### config.mk
export PLATFORM = sky130hd
export DESIGN_NAME = multichannel_ratio_divider
export DESIGN_NICKNAME = d
export VERILOG_FILES = /design/src/rtl/multichannel_ratio_divider.sv
export SDC_FILE = /design/constraint.sdc
export NUM_CORES = 1
export LEC_CHECK = 0
export BUFFER_PORTS_ARGS = -buffer_cell sky130_fd_sc_hd__buf_2
export CAP_MARGIN = 30
export CORE_ASPECT_RATIO = 0.8
export CORE_MARGIN = 3
export CORE_UTILIZATION = 39
export DETAILED_ROUTE_END_ITERATION = 8
export PLACE_DENSITY = 0.67
export SLEW_MARGIN = 10
export SYNTH_ARGS = -nofsm -noshare
export SYNTH_HDL_FRONTEND = slang
export SYNTH_SLANG_ARGS = --single-unit
### constraint.sdc
create_clock -name i_clock -period 3.3 [get_ports i_clock]
set_clock_uncertainty 0.1 [all_clocks]
set_input_delay 0.33 -clock i_clock [delete_from_list [all_inputs] [get_ports i_clock]]
set_output_delay 0.33 -clock i_clock [all_outputs]
set_load 0.005 [all_outputs]
### src/rtl/multichannel_ratio_divider.sv
// Channel-tagged signed/unsigned fixed-point divider: (error<<FRAC_BITS)/reference, restoring radix-2.
// Latency: DATA_SIZE+FRAC_BITS+1 edges from accept (1 edge for a zero divisor); one operation in flight.
// Backpressure: result held in DONE until i_ready; o_ready only in IDLE.
module multichannel_ratio_divider #(
  parameter int DATA_SIZE    = 14,
  parameter int FRAC_BITS    = 8,
  parameter int CHANNEL_SIZE = 3
) (
  input  logic                                i_clock,
  input  logic                                i_reset,
  input  logic                                i_valid,
  output logic                                o_ready,
  input  logic [DATA_SIZE-1:0]                i_error,
  input  logic [DATA_SIZE-1:0]                i_reference,
  input  logic                                i_signed,
  input  logic [CHANNEL_SIZE-1:0]             i_channel,
  output logic                                o_valid,
  input  logic                                i_ready,
  output logic [DATA_SIZE+FRAC_BITS-1:0]      o_quotient,
  output logic [DATA_SIZE-1:0]                o_remainder,
  output logic [CHANNEL_SIZE-1:0]             o_channel,
  output logic                                o_div_by_zero,
  output logic                                o_overflow
);

  localparam int RESULT_SIZE = DATA_SIZE + FRAC_BITS;
  localparam int CNT_W       = $clog2(RESULT_SIZE);

  typedef enum logic [1:0] {IDLE, CALC, FIX, DONE} state_t;

  state_t                   state;
  logic [RESULT_SIZE-1:0]   dvd;
  logic [DATA_SIZE-1:0]     dsr;
  logic [DATA_SIZE-1:0]     rem;
  logic [CNT_W-1:0]         cnt;
  logic [CHANNEL_SIZE-1:0]  ch_r;
  logic                     neg_q;
  logic                     neg_r;
  logic                     ovf_pend;

  logic [DATA_SIZE-1:0]     abs_err;
  logic [DATA_SIZE-1:0]     abs_ref;
  logic                     err_neg;
  logic                     ref_neg;
  logic                     is_ovf;
  logic [RESULT_SIZE-1:0]   dz_quot;
  logic [DATA_SIZE:0]       rem_shift;
  logic [DATA_SIZE:0]       rem_sub;
  logic                     q_bit;

  always_comb begin
    err_neg = i_signed & i_error[DATA_SIZE-1];
    ref_neg = i_signed & i_reference[DATA_SIZE-1];
    // Negating the most negative operand yields its correct unsigned magnitude.
    abs_err = err_neg ? (~i_error + 1'b1) : i_error;
    abs_ref = ref_neg ? (~i_reference + 1'b1) : i_reference;
    is_ovf  = i_signed && (i_error == {1'b1, {(DATA_SIZE-1){1'b0}}}) && (&i_reference);
    if (!i_signed)
      dz_quot = {RESULT_SIZE{1'b1}};
    else if (i_error[DATA_SIZE-1])
      dz_quot = {1'b1, {(RESULT_SIZE-1){1'b0}}};
    else
      dz_quot = {1'b0, {(RESULT_SIZE-1){1'b1}}};
    rem_shift = {rem, dvd[RESULT_SIZE-1]};
    rem_sub   = rem_shift - {1'b0, dsr};
    q_bit     = ~rem_sub[DATA_SIZE];
  end

  always_ff @(posedge i_clock or negedge i_reset) begin
    if (!i_reset) begin
      state         <= IDLE;
      dvd           <= '0;
      dsr           <= '0;
      rem           <= '0;
      cnt           <= '0;
      ch_r          <= '0;
      neg_q         <= 1'b0;
      neg_r         <= 1'b0;
      ovf_pend      <= 1'b0;
      o_ready       <= 1'b0;
      o_valid       <= 1'b0;
      o_quotient    <= '0;
      o_remainder   <= '0;
      o_channel     <= '0;
      o_div_by_zero <= 1'b0;
      o_overflow    <= 1'b0;
    end else begin
      case (state)
        IDLE: begin
          if (o_ready && i_valid) begin
            o_ready       <= 1'b0;
            o_div_by_zero <= 1'b0;
            o_overflow    <= 1'b0;
            ch_r          <= i_channel;
            if (i_reference == '0) begin
              o_valid       <= 1'b1;
              o_div_by_zero <= 1'b1;
              o_quotient    <= dz_quot;
              o_remainder   <= i_error;
              o_channel     <= i_channel;
              state         <= DONE;
            end else begin
              dvd      <= {abs_err, {FRAC_BITS{1'b0}}};
              dsr      <= abs_ref;
              rem      <= '0;
              cnt      <= '0;
              neg_q    <= err_neg ^ ref_neg;
              neg_r    <= err_neg;
              ovf_pend <= is_ovf;
              state    <= CALC;
            end
          end else begin
            o_ready <= 1'b1;
          end
        end
        CALC: begin
          // dvd shifts the dividend out MSB-first and the quotient in LSB-first.
          dvd <= {dvd[RESULT_SIZE-2:0], q_bit};
          rem <= q_bit ? rem_sub[DATA_SIZE-1:0] : rem_shift[DATA_SIZE-1:0];
          cnt <= cnt + 1'b1;
          if (cnt == CNT_W'(RESULT_SIZE-1))
            state <= FIX;
        end
        FIX: begin
          if (ovf_pend) begin
            o_quotient  <= {1'b0, {(RESULT_SIZE-1){1'b1}}};
            o_remainder <= '0;
            o_overflow  <= 1'b1;
          end else begin
            o_quotient  <= neg_q ? (~dvd + 1'b1) : dvd;
            o_remainder <= neg_r ? (~rem + 1'b1) : rem;
          end
          o_channel <= ch_r;
          o_valid   <= 1'b1;
          state     <= DONE;
        end
        DONE: begin
          if (i_ready) begin
            o_valid <= 1'b0;
            o_ready <= 1'b1;
            state   <= IDLE;
          end
        end
        default: state <= IDLE;
      endcase
    end
  end

endmodule

==> reports/qor.yml <==
clock_sinks: 106
maxCapViolations: 0
cts_resized: 0
coreArea_sq_um: 16100
netlist_instances: 747
p_leak_nw: 3.38
area_growth_pct: 15.6
synthSimpleGateAreaFrac_pct: 15.4
synth.area.top_cells: "dfrtp_1, xnor2_1, o21ai_1, nand2_1, ha_1"
cpPeakStageDelay_ns: 0.42
layout_commonest_cell: "dfrtp_1"
synth_area_per_cell_sq_um: 8.76
drc_errors: 0
synth_nets: 809
drtIter0Drc: 382
synth_fa_ha_area_share_pct: 5.09
layout.cells.non_filler: 1037
setup_violations: 0
period_needed_ns: 2.90
rows: 41
synth_top_family_by_area: "compound AO/OA/AOI/OAI gates"
irDropWorstVdd_v: 0.000511
post_cts_buffers: 0
p_int_mw: 4.30
cp_max_fo: 11
sw_frac_of_total_pct: 44.5
synthFlopType: "dfrtp_1"
antenna_found_initial: 1
ys_seq_area_share_pct: 40.6
critPathBufInv: 2
ys_ff_latch: 106
r2r-start: "dvd[21]"
critPathTopFamily: "compound AO/OA/AOI/OAI gates"
rsz0062_at_grt: "false"
synth_cell_types: 55
ctsRootBufferMaster: "clkbuf_16"
hold_path.class: "in2reg"
synth_compound_area_share_pct: 22.7
p_switching_mw: 3.45
gp_congestion: 0.892
grt_pass1_vias: 5300
max-slew-margin-rel_pct: 47.5
synth_edf_count: 0
p_clk_share_pct: 14.7
ios: 79
worstPathRequired_ns: 3.45
h-tree-depth: 3
async_flop_share_pct: 100
worstPathArrival_ns: 3.05
placedCellCount: 1019
dp_hpwl_mm: 13.0
portBuffers: 78
dieArea_sq_um: 18400
globalRouteOverflowTotal: 0
crit_type: "reg2reg"
ys_warn_count: 0
fin_crit_sh_pct: 87.9
finalNetCount: 878
muxShareOfSynthArea_pct: 3.00
grt.total_usage_pct: 19.7
synth_xor_area_share_pct: 8.84
startpoint_type: "flop"
pwr-share-comb_pct: 54.4
fmax_mhz: 345
yosysTopAreaCell: "dfrtp_1"
clk_pin_slew_ns: 0.08
crit_path_start: "dvd[21]"
insertion_delay_ns: 0.37
via_per_inst: 5.46
slowest_stage: "fa_1"
vias: 5663
cts_tree: "built"
nFillCells: 1602
drt-total-wl_mm: 17.3
antenna_left: 0
drive_above_1_share_pct: 15.7
die_x_microns: 151
mappedNetlistArea_sq_um: 6540
seqPwrFrac_pct: 30.8
synth_top_area_share_pct: 40.6
cp-end-kind: "flop"
hold_violations: 0
die_h_microns: 122
worst_pin_slew_ns: 0.786
ff_latch_area_sq_um: 2650
cts_buffers: 9
outcome: "completed"
hp-start: "i_channel[1]"
wl_per_cell_microns: 16.7
ctsLongestPathBuffers: 2
power.total_mw: 7.75
start_util_pct: 40.6
fin_tns_setup_ns: 0
power_density_nw_per_um2: 1030
worstPathCellList: "inv_1 -> ha_1 -> fa_1 -> nor2b_1 -> o31a_1 -> o21ai_1 -> a211oi_1 -> and3b_1 -> buf_12 -> a32oi_1 -> o31ai_1"
layout_common_cells: "dfrtp_1, nand2_1, o21ai_1"
grt_pass1_wl_mm: 28.4
slew_viol_final: 0
firstDrtPassIters: 5
multi_input_area_sq_um: 3630
grt_start_max_net_pins: 44
==> worst reg2reg max path, stage by stage, from the launching register on <==
cell and delay, ns:
dfrtp_1 0.38, inv_1 0.07, ha_1 0.22, fa_1 0.42, nor2b_1 0.16, o31a_1 0.20, o21ai_1 0.13, a211oi_1 0.23
and3b_1 0.36, buf_12 0.23, a32oi_1 0.20, o31ai_1 0.09
==> power groups by stage <==
stage,registers [mW],clock network (mW),logic (mW)
finish,2.39,1.14,4.22
global route,2.48,1.23,4.73
CTS,2.39,1.17,4.22
detailed placement,2.41,0,4.19
global placement,2.40,0,4.15
floorplan,2.28,0,3.01
==> kinds of logic (layout without fill, tap and decap cells) <==
kind of cell             Yosys count  count (layout)
AND/OR/NAND/NOR                  212             212
multiplexers                      19              19
adder cells (fa/ha/maj)           26              26
buffers and inverters             73             147
other                              0               1
AO/OA/AOI/OAI                    245             245
XOR/XNOR                          66              66
flip-flops                       106             106
==> metrics by stage <==
| stage | setup WS [ns] | util [%] | hold WS [ns] | cell area (sq um) |
|---|---|---|---|---|
| floorplan | 0.594 | - | -0.0656 | 6540 |
| global placement | 0.508 | 44.9 | 0.204 | 7230 |
| finish | 0.398 | 46.9 | 0.115 | 7560 |
| CTS | 0.402 | 46.9 | 0.102 | 7550 |
| global route | 0.152 | 46.9 | 0.115 | 7560 |
| detailed placement | 0.420 | 44.9 | 0.211 | 7230 |
==> flip-flops by register name, summed over array words and instances, names as in the netlist, 2 cells and up <==
register and count:
rem 14, cnt 5, o_remainder 14, o_quotient 22
state 2, o_channel 3, ch_r 3, dsr 14
dvd 22
==> area by class of cell <==
type,count,area share (%)
Antenna cell,1,0.0331
Inverter,36,1.79
Tap cell,215,3.56
Clock buffer,10,3.16
Clock inverter,6,0.960
Multi-Input combinational cell,568,48.0
Timing Repair Buffer,95,7.42
Sequential cell,106,35.1
==> Yosys cell counts (all sizes together) (2+ instances only) <==
master and count:
o21ai 110, dfrtp 106, nand2 95, a21oi 49, xnor2 47, nor2 45
inv 35, clkbuf 27, o31ai 27, ha 25, xor2 19, mux2i 14
nand3 11, or3 11, a22oi 10, buf 10, nor3 9, nor4 9
o22ai 9, nand4 7, o21a 7, a32oi 5, mux2 5, nor2b 5
or4 5, a21o 4, a2bb2oi 4, a31oi 4, nand2b 4, a211oi 3
and2 3, o41ai 3, nand3b 2, nand4b 2, o211ai 2, o31a 2
==> path summary, 6_finish.rpt <==
kind / endpoint / slack, ns / depth (start not counted)
setup / recovery: rem[6] / 0.40 / 11
hold reg to reg: o_quotient[2] / 0.38 / 2
min in group asynchronous: o_quotient[7] / 0.35 / 2
hold / removal: ch_r[1] / 0.11 / 2
setup reg to reg: rem[6] / 0.40 / 11
max in group asynchronous: o_remainder[4] / 2.03 / 3
==> repair_timing <==
item | in CTS | in global routing
endpoints found under the setup margin | 0 | 0
hold endpoints to repair | 30 | 0
hold buffers | 1 | 0
==> metal layers <==
metal  share of wire (%)  GRT usage [%]  wire [microns]  vias up
li1                    -              -               -     2799
met1                  51           31.3            8820     2662
met2                  40           26.7            6890      182
met3                 7.9           4.76            1370       20
met4                 1.5           4.81             253        0
met5                   0              0               0        -
Note: power is estimated with default switching activity, not from simulation.
